==> config.mk <==
export PLATFORM = sky130hd
export DESIGN_NAME = conv_win_seq
export DESIGN_NICKNAME = d
export VERILOG_FILES = /design/src/rtl/conv_pkg.sv /design/src/rtl/conv_tap_addr.sv /design/src/rtl/conv_win_seq.sv
export SDC_FILE = /design/constraint.sdc
export NUM_CORES = 1
export LEC_CHECK = 0
export ABC_CLOCK_PERIOD_IN_PS = 6040
export CAP_MARGIN = 0
export CORE_ASPECT_RATIO = 1.5
export CORE_MARGIN = 2
export CORE_UTILIZATION = 55
export CTS_BUF_LIST = sky130_fd_sc_hd__clkbuf_4 sky130_fd_sc_hd__clkbuf_8
export DETAILED_ROUTE_END_ITERATION = 10
export DONT_BUFFER_PORTS = 1
export GPL_TIMING_DRIVEN = 0
export MAX_ROUTING_LAYER = met4
export PLACE_DENSITY = 0.77
export SYNTH_ARGS = -nofsm -noshare
export SYNTH_HDL_FRONTEND = slang
export SYNTH_SLANG_ARGS = --single-unit
==> constraint.sdc <==
create_clock -name clk -period 6.04 [get_ports clk]
set_input_delay 1.208 -clock clk [delete_from_list [all_inputs] [get_ports clk]]
set_output_delay 1.208 -clock clk [all_outputs]
set_load 0.01 [all_outputs]
==> src/rtl/conv_pkg.sv <==
// Shared geometry, FSM encoding and tap offset tables for the 3x3 window sequencers.
// Image dimensions must be powers of two so {row,col} concatenation forms the pixel address.
package conv_pkg;

  localparam int IMG_W   = 64;
  localparam int IMG_H   = 64;
  localparam int XW      = $clog2(IMG_W);
  localparam int YW      = $clog2(IMG_H);
  localparam int AW      = XW + YW;
  localparam int MAC_LAT = 2;
  localparam int NTAP    = 9;

  typedef enum logic [2:0] {
    ST_IDLE,
    ST_FETCH,
    ST_DRAIN,
    ST_WRITE,
    ST_DONE
  } state_t;

  typedef logic signed [1:0] ofs_t;

  localparam ofs_t TAP_DY [NTAP] = '{-2'sd1, -2'sd1, -2'sd1, 2'sd0, 2'sd0, 2'sd0, 2'sd1, 2'sd1, 2'sd1};
  localparam ofs_t TAP_DX [NTAP] = '{-2'sd1, 2'sd0, 2'sd1, -2'sd1, 2'sd0, 2'sd1, -2'sd1, 2'sd0, 2'sd1};

  // Tap numbers beyond the window map to the centre so stray indices never read out of range.
  function automatic ofs_t tap_dy(input logic [3:0] idx);
    return (idx < 4'(NTAP)) ? TAP_DY[idx] : 2'sd0;
  endfunction

  function automatic ofs_t tap_dx(input logic [3:0] idx);
    return (idx < 4'(NTAP)) ? TAP_DX[idx] : 2'sd0;
  endfunction

endpackage

==> src/rtl/conv_tap_addr.sv <==
// Combinational tap address generator: {row,col,tap} -> image address plus zero-pad flag.
// Zero latency, no flow control; also used by the max-pool sequencer.
module conv_tap_addr
  import conv_pkg::*;
(
  input  logic [YW-1:0] row,
  input  logic [XW-1:0] col,
  input  logic [3:0]    tap_idx,
  output logic [AW-1:0] iaddr,
  output logic          pad
);

  logic signed [AW:0] r;
  logic signed [AW:0] c;
  ofs_t               dy;
  ofs_t               dx;

  always_comb begin
    dy = tap_dy(tap_idx);
    dx = tap_dx(tap_idx);
    r  = $signed({{(AW+1-YW){1'b0}}, row}) + $signed({{(AW-1){dy[1]}}, dy});
    c  = $signed({{(AW+1-XW){1'b0}}, col}) + $signed({{(AW-1){dx[1]}}, dx});
    // Negative shows as the sign bit; overflow past a power-of-two edge shows in the upper bits.
    pad   = r[AW] | (|r[AW-1:YW]) | c[AW] | (|c[AW-1:XW]);
    iaddr = pad ? '0 : {r[YW-1:0], c[XW-1:0]};
  end

endmodule

==> src/rtl/conv_win_seq.sv <==
// Raster-order 3x3 convolution sequencer: 9 tap reads, MAC drain, then a req/ack pixel write.
// 13 cycles per pixel with wr_ack held high; only wr_ack can stall, FETCH/DRAIN always advance.
module conv_win_seq
  import conv_pkg::*;
(
  input  logic          clk,
  input  logic          reset,
  input  logic          start,
  output logic          busy,
  output logic [AW-1:0] iaddr,
  output logic          tap_vld,
  output logic [3:0]    tap_idx,
  output logic          acc_clr,
  output logic          acc_en,
  output logic          acc_zero,
  output logic          wr_req,
  input  logic          wr_ack,
  output logic [AW-1:0] caddr_wr,
  output logic          done
);

  localparam int DW = $clog2(MAC_LAT + 1);

  state_t          state_q, state_d;
  logic [YW-1:0]   row_q, row_d;
  logic [XW-1:0]   col_q, col_d;
  logic [3:0]      tap_q, tap_d;
  logic [DW-1:0]   drn_q, drn_d;
  logic [AW-1:0]   iaddr_q, iaddr_d;
  logic            pad_q, pad_d;
  logic            tap_vld_q, tap_vld_d;
  logic [3:0]      tap_idx_q, tap_idx_d;
  logic            acc_en_q, acc_en_d;
  logic            acc_zero_q, acc_zero_d;
  logic            acc_clr_q, acc_clr_d;
  logic            busy_q, busy_d;
  logic            wr_req_q, wr_req_d;
  logic [AW-1:0]   caddr_q, caddr_d;
  logic            done_q, done_d;
  logic            fetch_d;
  logic [AW-1:0]   ta_addr;
  logic            ta_pad;

  // Addresses are computed from next-state counters so every output leaves a flop.
  conv_tap_addr u_tap_addr (
    .row     (row_d),
    .col     (col_d),
    .tap_idx (tap_d),
    .iaddr   (ta_addr),
    .pad     (ta_pad)
  );

  always_comb begin
    state_d = state_q;
    row_d   = row_q;
    col_d   = col_q;
    tap_d   = tap_q;
    drn_d   = drn_q;
    unique case (state_q)
      ST_IDLE: begin
        if (start) begin
          state_d = ST_FETCH;
          row_d   = '0;
          col_d   = '0;
          tap_d   = '0;
        end
      end
      ST_FETCH: begin
        if (tap_q == 4'(NTAP - 1)) begin
          state_d = ST_DRAIN;
          drn_d   = '0;
        end else begin
          tap_d = tap_q + 4'd1;
        end
      end
      ST_DRAIN: begin
        if (drn_q == DW'(MAC_LAT)) state_d = ST_WRITE;
        else                       drn_d   = drn_q + 1'b1;
      end
      ST_WRITE: begin
        if (wr_ack) begin
          tap_d = '0;
          if ((&row_q) && (&col_q)) begin
            state_d = ST_DONE;
          end else begin
            state_d = ST_FETCH;
            col_d   = col_q + 1'b1;
            if (&col_q) row_d = row_q + 1'b1;
          end
        end
      end
      ST_DONE: state_d = ST_IDLE;
      default: state_d = ST_IDLE;
    endcase

    fetch_d    = (state_d == ST_FETCH);
    tap_vld_d  = fetch_d;
    tap_idx_d  = fetch_d ? tap_d : '0;
    iaddr_d    = fetch_d ? ta_addr : '0;
    pad_d      = fetch_d & ta_pad;
    // Accumulator strobes trail the tap issue by one cycle to line up with returning idata.
    acc_en_d   = tap_vld_q;
    acc_zero_d = tap_vld_q & pad_q;
    acc_clr_d  = tap_vld_q & (tap_idx_q == 4'd0);
    busy_d     = (state_d != ST_IDLE);
    wr_req_d   = (state_d == ST_WRITE);
    caddr_d    = wr_req_d ? {row_d, col_d} : '0;
    done_d     = (state_d == ST_DONE);
  end

  always_ff @(posedge clk) begin
    if (reset) begin
      state_q    <= ST_IDLE;
      row_q      <= '0;
      col_q      <= '0;
      tap_q      <= '0;
      drn_q      <= '0;
      iaddr_q    <= '0;
      pad_q      <= 1'b0;
      tap_vld_q  <= 1'b0;
      tap_idx_q  <= '0;
      acc_en_q   <= 1'b0;
      acc_zero_q <= 1'b0;
      acc_clr_q  <= 1'b0;
      busy_q     <= 1'b0;
      wr_req_q   <= 1'b0;
      caddr_q    <= '0;
      done_q     <= 1'b0;
    end else begin
      state_q    <= state_d;
      row_q      <= row_d;
      col_q      <= col_d;
      tap_q      <= tap_d;
      drn_q      <= drn_d;
      iaddr_q    <= iaddr_d;
      pad_q      <= pad_d;
      tap_vld_q  <= tap_vld_d;
      tap_idx_q  <= tap_idx_d;
      acc_en_q   <= acc_en_d;
      acc_zero_q <= acc_zero_d;
      acc_clr_q  <= acc_clr_d;
      busy_q     <= busy_d;
      wr_req_q   <= wr_req_d;
      caddr_q    <= caddr_d;
      done_q     <= done_d;
    end
  end

  assign busy     = busy_q;
  assign iaddr    = iaddr_q;
  assign tap_vld  = tap_vld_q;
  assign tap_idx  = tap_idx_q;
  assign acc_clr  = acc_clr_q;
  assign acc_en   = acc_en_q;
  assign acc_zero = acc_zero_q;
  assign wr_req   = wr_req_q;
  assign caddr_wr = caddr_q;
  assign done     = done_q;

endmodule

Yosys cells after proc, flatten, opt, wreduce, memory -nomap -nowiden:

Memories as Yosys holds them, arrays and structs flattened.
Cells that the tools add are included.

* register bits: 57
* memory bits (read-only): 64
* input bits: 4
* word-level logic and storage cells: 86
* memories: 2

Memories
* (name not given): words 16, bits a word 2, rd ports 1, clocked after Yosys merged registers in 0, wr ports 0, line conv_pkg.sv:32 `return (idx < 4'(NTAP)) ? TAP_DX[idx] : 2'sd0;`
* (name not given): words 16, bits a word 2, rd ports 1, clocked after Yosys merged registers in 0, wr ports 0, line conv_pkg.sv:28 `return (idx < 4'(NTAP)) ? TAP_DY[idx] : 2'sd0;`

* add/subtract/negate cells: 6
* magnitude comparators: 2
* eq/ne operators: 10
* mux-type cells: 28
* bitwise gates (word level): 9
* reductions and logical operators: 13

Operator list (number)
* $mux 6: 7
* $pmux 6 s2: 2
* $add 7x2->8: 2
* $mux 2: 8
* $mux 3: 5
* $add 6x1->6 const B: 2
* $mux 4: 3
* $pmux 3 s4: 1
* $pmux 4 s3: 1
* $reduce_and 6->1: 2
* $reduce_or 6->1: 2
* $eq 3x2->1 const B: 3
* $eq 3x1->1 const B: 2
* $ge 5x5->1 const B: 1
* $not 4->5: 1
* $add 4x1->4 const B: 1
* $eq 4x4->1 const B: 1
* $logic_not 4->1: 1
* $lt 4x4->1 const B: 1
* $ne 2x2->1 const B: 2
* $pmux 2 s2: 1
* $reduce_or 2->1: 2
* $and 1x1->1: 3
* $eq 3x3->1 const B: 1
* other kinds (10): 13

Longest topological paths before layout:

Gate-level depths: netlist of the first run.

* depth after elaboration: 14
* mapped depth: 21
* depth with buffers taken out: 20

Modules after synthesis:

A second synthesis of the first run with hierarchy kept.

* cell total of the unflattened synthesis: 351
* area, all modules: 3007.9 µm²

By module, submodules not included
* conv_win_seq: instances 1, cells each 253, area each 2290.9 µm², sequential area each 1141.1 µm²
* conv_tap_addr: instances 1, cells each 98, area each 716.9 µm², sequential area each 0.0 µm²

Worst setup path before layout of the first run:

OpenSTA, ideal clock, no wires.

* kind: in2reg
* from: input port wr_ack
* to: register pad_q
* data arrival time: 4.836 ns
* setup slack: 1.089 ns
* stages: 15
* cells stage by stage: a21boi_1 > or3_4 > o31ai_1 > inv_1 > ha_1 > nand4b_1 > a21oi_1 > ha_1 > a211oi_1 > o21bai_1 > a21o_1 > a211o_1 > mux2_2 > buf_4 > o21a_1

* word-level cells in the longest chain between the ends: 13
* elaborated cells on any way between the ends: 27
* classes of those cells: add/sub (2); order compare (1); eq/ne (1); mux (14); bitwise (5); reduce/logical (2); memory (2)

RTL lines
* start: declaration: line conv_win_seq.sv:17 `input logic wr_ack,`
* $mux 4 *: line conv_win_seq.sv:81 `if (wr_ack) begin`
* $pmux 4 s3 *: line conv_win_seq.sv:59 `unique case (state_q)`
* named net tap_d[0]: line conv_win_seq.sv:27 `logic [3:0] tap_q, tap_d;`
* $not 4->5 (implied by the code): line conv_pkg.sv:28, conv_pkg.sv:32
* $mem_v2 16x2
* $mux 2 (implied by the code) (2 in a row): line conv_pkg.sv:28
* $mux 2: line conv_pkg.sv:28
* $add 7x2->8: line conv_tap_addr.sv:21 `r = $signed({{(AW+1-YW){1'b0}}, row}) + $signed({{(AW-1){dy[1]}}, dy});`
* $reduce_or 6->1: line conv_tap_addr.sv:24 `pad = r[AW] | (|r[AW-1:YW]) | c[AW] | (|c[AW-1:XW]);`
* $or 1x1->1 (2 in a row): line conv_tap_addr.sv:24
* $or 1x1->1 *: line conv_tap_addr.sv:24
* $and 1x1->1 *: line conv_win_seq.sv:100 `pad_d = fetch_d & ta_pad;`
* end signal: assignment: line conv_win_seq.sv:136 `pad_q <= pad_d;`
* end: declaration: line conv_win_seq.sv:30 `logic pad_q, pad_d;`

Mark *: on every way through the listed nets, which the timed path passes. The rest lies on a longest branch. The select of a mux whose other input is x is not followed.
A chain may end at the register's enable or synchronous reset.

Worst setup path after layout of the first run:

* from: input port wr_ack
* to: register iaddr_q[8], in the netlist iaddr[8]

* word-level cells in the longest chain between the ends: 13
* elaborated cells on any way between the ends: 28
* classes of those cells: add/sub (2); order compare (1); eq/ne (1); mux (14); bitwise (5); reduce/logical (3); memory (2)

RTL lines
* $mux 4 *: line conv_win_seq.sv:81
* $pmux 4 s3 *: line conv_win_seq.sv:59
* named net tap_d[0]: line conv_win_seq.sv:27
* $not 4->5 (implied by the code): line conv_pkg.sv:28, conv_pkg.sv:32
* $mem_v2 16x2
* $mux 2 (implied by the code) (2 in a row): line conv_pkg.sv:28
* $mux 2: line conv_pkg.sv:28
* $add 7x2->8: line conv_tap_addr.sv:21
* $reduce_or 6->1: line conv_tap_addr.sv:24
* $or 1x1->1 (3 in a row): line conv_tap_addr.sv:24
* $reduce_or 3->1 (no source line)
* end signal: assignment: line conv_win_seq.sv:135 `iaddr_q <= iaddr_d;`
* end: declaration: line conv_win_seq.sv:29 `logic [AW-1:0] iaddr_q, iaddr_d;`

Marked as above.

==> summary.md, run 1 <==
| Metric | Value |
|---|---|
| RSZ-0062 raised after global routing | false |
| Setup CP Type | in2reg |
| Final setup vio count | 0 |
| Slew margin rel. | 48.6% |
| Tcrit/Tclk final | 87.6% |
| CP Capture Type | flop |
| Hold Violations, Final | 0 |
| CP top delay family | compound AO/OA/AOI/OAI gates |
| Worst vdd ir | 0.142 mV |
| Cell Pwr Density | 245 mW/mm2 |
| Synth Cell Area | 0.00289 mm2 |
| Syn Area/Cell | 8.78 um2 |
| Via count | 2351 |
| DRC | 0 |
| Hold-fix buffers at CTS | 0 |
| CTS tree | done |
| Warnings from Yosys | 0 |
| Die Span X | 63.2 um |
| Global route total overflow | 0 |
| HP Class | reg2reg |
| Io pins | 39 |
| Critical path startpoint category | input pin |
| P_leak | 1.31 nW |
| Sink Count | 57 |
| Initial Util | 56.8% |
| Max Clock Freq | 189 MHz |
| Largest area contributor in the netlist | dfxtp_1 |
| Area Growth Syn to Fin | 8.71% |
| Mapped Cells | 329 |
| CTS Root Cell | clkbuf_8 |
| DR vias/cell | 5.69 |
| Worst path required time | 6280 ps |
| CTS buffer count | 9 |
| GR Util All Layers | 23.1% |
| Post-CTS Setup Bufs | 0 |
| CTS H-tree lvls | 3 |
| Worst Tran Pin Value | 764 ps |
| Clock skew | 12.2 ps |
| Critical path's most frequent cell | ha_1 |
| Synth cell types | 54 |
| Sequential element share of the synthesized area | 39.5% |
| Layout cell share with drive strength beyond 1 | 11.6% |
| Yosys top cell area share | 39.5% |
| Core footprint | 0.00508 mm2 |
| Ranking of synthesized cells by area | dfxtp_1 40%, ha_1 10%, nor2_1 5.6% |
| Commonest cells after routing, fill and taps aside | 57 x dfxtp_1, 43 x nor2_1, 26 x inv_1 |
| Gpl congestion | 0.893 |
| Final instance area | 0.00314 mm2 |
| Worst-path clk slew | 60 ps |
| Worst EP arrival | 5530 ps |
| Wirelength per Cell | 15.0 um |
| Vias in the first global route | 2303 |
| Minimum clock period | 5290 ps |
| Ys flop type | dfxtp_1 |
| Post-DP HPWL | 4500 um |
| Post-CTS resize count | 0 |
| Status | finished, final reports clean |
| Initial antenna violation count | 0 |
| Clock Latency Late Sink | 340 ps |
| CTS Buffer Depth | 2 |
| Final WL | 6180 um |
| Pin count of the biggest net entering global routing | 11 |
| Nets | 369 |
| EDFF count, synth | 0 |
| First-pass GRT wire length | 10000 um |
| Post-Syn Nets | 358 |
| Starting DRT DRC Count | 90 |
| Port bufs | 0 |
| Final core utilization | 61.7% |
| Synthesis-stage register bit count | 57 |
| Commonest non-fill, non-tap cell in the layout | dfxtp_1 |
| Worst-path fanout max | 10 |
| Max cap viols | 0 |
| CP peak stage delay | 670 ps |
| Setup TNS | 0 ps |
| Cell Rows | 32 |
| DP Area | 0.00297 mm2 |
| Diode count | 0 |
| Max-slew violation count | 0 |
| Post-synthesis async set-or-reset flop share | 0% |
| WHS | 430 ps |
| Crit-path slowest cell | o31ai_1 |
| Critical path cell sequence | a21boi_1 > or3_4 > o31ai_1 > inv_1 > ha_1 > nand4b_1 > a21oi_1 > ha_1 > a211oi_1 > o21bai_1 > a21o_1 > a211o_1 > mux2_2 > buf_4 > nor4_2 |
| First-pass DRT Iterations | 4 |
| Die Span Y | 92.7 um |
| Buf+Inv Stages, Crit Path | 2 |
| Post-DRT Antenna Nets | 0 |
| Die area | 0.00586 mm2 |
[synthesized netlist by cell type (3+ instances only)]
master and number:
a21oi_1 12, o21bai_1 4, xnor2_1 6, nand3_1 13
mux2_2 4, o21a_1 3, and3_1 4, ha_1 23
nor2b_1 3, o21ai_0 14, a21o_1 4, clkbuf_1 7
a31oi_1 3, nand2_1 24, nor3_1 13, mux2i_1 3
nor4_2 5, nor2_1 43, xor2_1 3, o31a_1 3
dfxtp_1 57, and2_1 3, inv_1 26, nor4_1 7
[power breakdown]
part / total, W / switching, W / internal [W]
clock: 0.000301 / 0.000152 / 0.000150
sequential: 0.000385 / 0.00000405 / 0.000381
combinational: 0.0000819 / 0.0000523 / 0.0000296
[through the flow]
stage,cells,power [W],worst slack (ps)
after CTS,413,0.000774,802
after floorplan,329,0.000457,1090
after detailed placement,397,0.000474,455
after global routing,413,0.000801,447
after global placement,397,0.000471,571
final,413,0.000768,752
[layout make-up]
| cell class | count | area [um2] |
|---|---|---|
| tap | 68 | 85.1 |
| clock inverter | 6 | 35.0 |
| inverter | 26 | 97.6 |
| buffer | 12 | 66.3 |
| clock buffer | 10 | 131 |
| multi-input combinational | 234 | 1580 |
| fill | 437 | 1950 |
| sequential | 57 | 1140 |
[metal layers]
metal	track usage, %	vias up	wire, um
li1	-	1176	-
met1	21.9	1093	2430
met2	40.5	58	3230
met3	5.47	24	259
met4	16.3	0	251
met5	-	-	0
[flip-flops by register name, summed over array words and instances, names as in the netlist, 2 cells and up]
name and count:
tap_idx 4, drn_q 2, col_q 6, tap_q 4, caddr_wr 12, iaddr 12, state_q 3, row_q 6
[cells by family (layout without fill, tap and decap cells)]
| family | count (synthesis) | after routing | share of synthesized area [%] |
|---|---|---|---|
| AND/OR/NAND/NOR | 131 | 131 | 23.5 |
| AO/OA/AOI/OAI | 61 | 61 | 14.1 |
| flip-flops | 57 | 57 | 39.5 |
| buffers and inverters | 38 | 54 | 5.68 |
| adder cells (fa/ha/maj) | 25 | 25 | 11.4 |
| XOR/XNOR | 9 | 9 | 2.73 |
| multiplexers | 8 | 8 | 3.12 |
[final timing paths]
kind,endpoint,cells after the start,slack (ps),start
min reg2reg,acc_zero$_SDFF_PP0_,1,430,pad_q$_SDFF_PP0_
max reg2reg,iaddr[8]$_SDFF_PP0_,16,1100,state_q[0]$_SDFF_PP0_
min,acc_zero$_SDFF_PP0_,1,430,pad_q$_SDFF_PP0_
max,iaddr[8]$_SDFF_PP0_,15,750,wr_ack
Note: power is estimated with default switching activity, not from simulation.
==> run 2, diff against run 1 <==
Settings changed: CELL_PAD_IN_SITES_DETAIL_PLACEMENT set to 0, CELL_PAD_IN_SITES_GLOBAL_PLACEMENT set to 1, CORE_UTILIZATION 55 to 50, PLACE_DENSITY 0.77 to 0.89.
==> summary.md, run 2 (synthesis gave the netlist of run 1 again) <==
| Metric | Value |
|---|---|
| Status | finished, final reports clean |
| Worst-path clk slew | 60 ps |
| Worst path required time | 6280 ps |
| Post-CTS Setup Bufs | 0 |
| Worst EP arrival | 5540 ps |
| Sink Count | 57 |
| Initial antenna violation count | 0 |
| Area Growth Syn to Fin | 11.1% |
| Cell internal pwr | 0.000679 W |
| Cell Pwr Density | 273 mW/mm2 |
| CTS tree | done |
| CTS Root Cell | clkbuf_8 |
| Fill count | 534 |
| Setup CP Type | in2reg |
| DRC | 0 |
| CTS H-tree lvls | 3 |
| Sw Share | 22.6% |
| CP peak stage delay | 710 ps |
| Worst vdd ir | 0.164 mV |
| Vias in the first global route | 2369 |
| Critical path cell sequence | a21boi_1 > or3_4 > o31ai_1 > inv_1 > ha_1 > nand4b_1 > a21oi_1 > ha_1 > o21ai_0 > o21bai_1 > a21o_1 > a211o_1 > mux2_2 > buf_4 > nor4_2 |
| Starting DRT DRC Count | 81 |
| Hold Violations, Final | 0 |
| Initial Util | 52.2% |
| Gpl congestion | 0.827 |
| P_leak | 1.35 nW |
| Clock Latency Late Sink | 330 ps |
| HP Class | reg2reg |
| Max cap viols | 0 |
| Final WL | 6310 um |
| Via count | 2310 |
| Max Clock Freq | 189 MHz |
| Layout cell share with drive strength beyond 1 | 11.3% |
| Commonest non-fill, non-tap cell in the layout | dfxtp_1 |
| Worst Tran Pin Value | 818 ps |
| Critical path startpoint category | input pin |
| Wirelength per Cell | 15.2 um |
| Minimum clock period | 5300 ps |
| GR Util All Layers | 23.2% |
| Critical path's most frequent cell | ha_1 |
| Psw | 0.000198 W |
| Hold-fix buffers at CTS | 0 |
| Global route total overflow | 0 |
| Clk pwr share | 46.7% |
| Crit-path slowest cell | o31ai_1 |
| First-pass GRT wire length | 11000 um |
| Post-DP HPWL | 4720 um |
| Max-slew violation count | 0 |
| Cell Rows | 33 |
| Die area | 0.00641 mm2 |
| Diode count | 0 |
| CTS buffer count | 9 |
| Slew margin rel. | 45.0% |
| CTS Buffer Depth | 2 |
| DR vias/cell | 5.58 |
| Io pins | 39 |
| Worst-path fanout max | 10 |
| Setup TNS | 0 ps |
| Die Span Y | 97.1 um |
| Final instance area | 0.00321 mm2 |
| Port bufs | 0 |
| Sequential power share | 43.9% |
| Combinational Power Share | 9.3% |
| Post-DRT Antenna Nets | 0 |
| Clock skew | 2.99 ps |
| CP Capture Type | flop |
| Pin count of the biggest net entering global routing | 11 |
| Die Span X | 66.1 um |
| Nets | 369 |
| First-pass DRT Iterations | 4 |
| DP Area | 0.00298 mm2 |
| Tcrit/Tclk final | 87.8% |
| Core footprint | 0.00553 mm2 |
| RSZ-0062 raised after global routing | false |
| Post-CTS resize count | 0 |
| Commonest cells after routing, fill and taps aside | 57 x dfxtp_1, 43 x nor2_1, 26 x inv_1 |
| Final setup vio count | 0 |
## run 2: per-layer routing
metal | vias to the layer above | routed length (um) | GRT usage, %
li1 | 1180 | - | -
met1 | 1057 | 2530 | 25.7
met2 | 65 | 3380 | 38.2
met3 | 8 | 272 | 7.30
met4 | 0 | 127 | 9.26
met5 | - | 0 | -
## run 2: critical path, delay by kind of cell
kind,cells,cell delay [ps]
and+or+nand+nor,3,750
buffers and inverters,2,340
muxes,1,300
AOI/OAI and AO/OA,7,2210
adders and majority gates,2,720
## run 2: area by class of cell
type / count / area (um2) / share of cell area (%)
plain buffers: 12 / 66.3 / 2.07
clock buffers: 13 / 173 / 5.38
clock inverters: 2 / 60.1 / 1.87
inverters: 26 / 97.6 / 3.04
multi-input cells: 234 / 1580 / 49.3
flip-flops and latches: 57 / 1140 / 35.6
well taps: 70 / 87.6 / 2.73
## run 2: per-stage QoR
stage / total power (W) / setup WS, ps / hold WS [ps] / util, % / cells
final: 0.000877 / 737 / 426 / 58.0 / 414
after global routing: 0.000922 / 422 / 463 / 58.0 / 414
after CTS: 0.000888 / 752 / 430 / 58.0 / 414
after detailed placement: 0.000475 / 396 / 415 / 53.8 / 399
after global placement: 0.000473 / 483 / 411 / 53.8 / 399
after floorplan: 0.000457 / 1090 / 406 / - / 329
## run 2: final timing paths
kind,from,cells past startpoint,end,slack (ps)
max reg2reg,state_q[0]$_SDFF_PP0_,16,iaddr[9]$_SDFF_PP0_,1080
min,pad_q$_SDFF_PP0_,1,acc_zero$_SDFF_PP0_,430
max,wr_ack,15,iaddr[9]$_SDFF_PP0_,740
min reg2reg,pad_q$_SDFF_PP0_,1,acc_zero$_SDFF_PP0_,430
## run 2: power by group through the flow
stage | clock (W) | combinational (W) | sequential [W]
after detailed placement | 0 | 0.0000812 | 0.000394
final | 0.000410 | 0.0000817 | 0.000385
after floorplan | 0 | 0.0000643 | 0.000393
after global routing | 0.000443 | 0.0000933 | 0.000386
after global placement | 0 | 0.0000792 | 0.000393
after CTS | 0.000421 | 0.0000823 | 0.000385
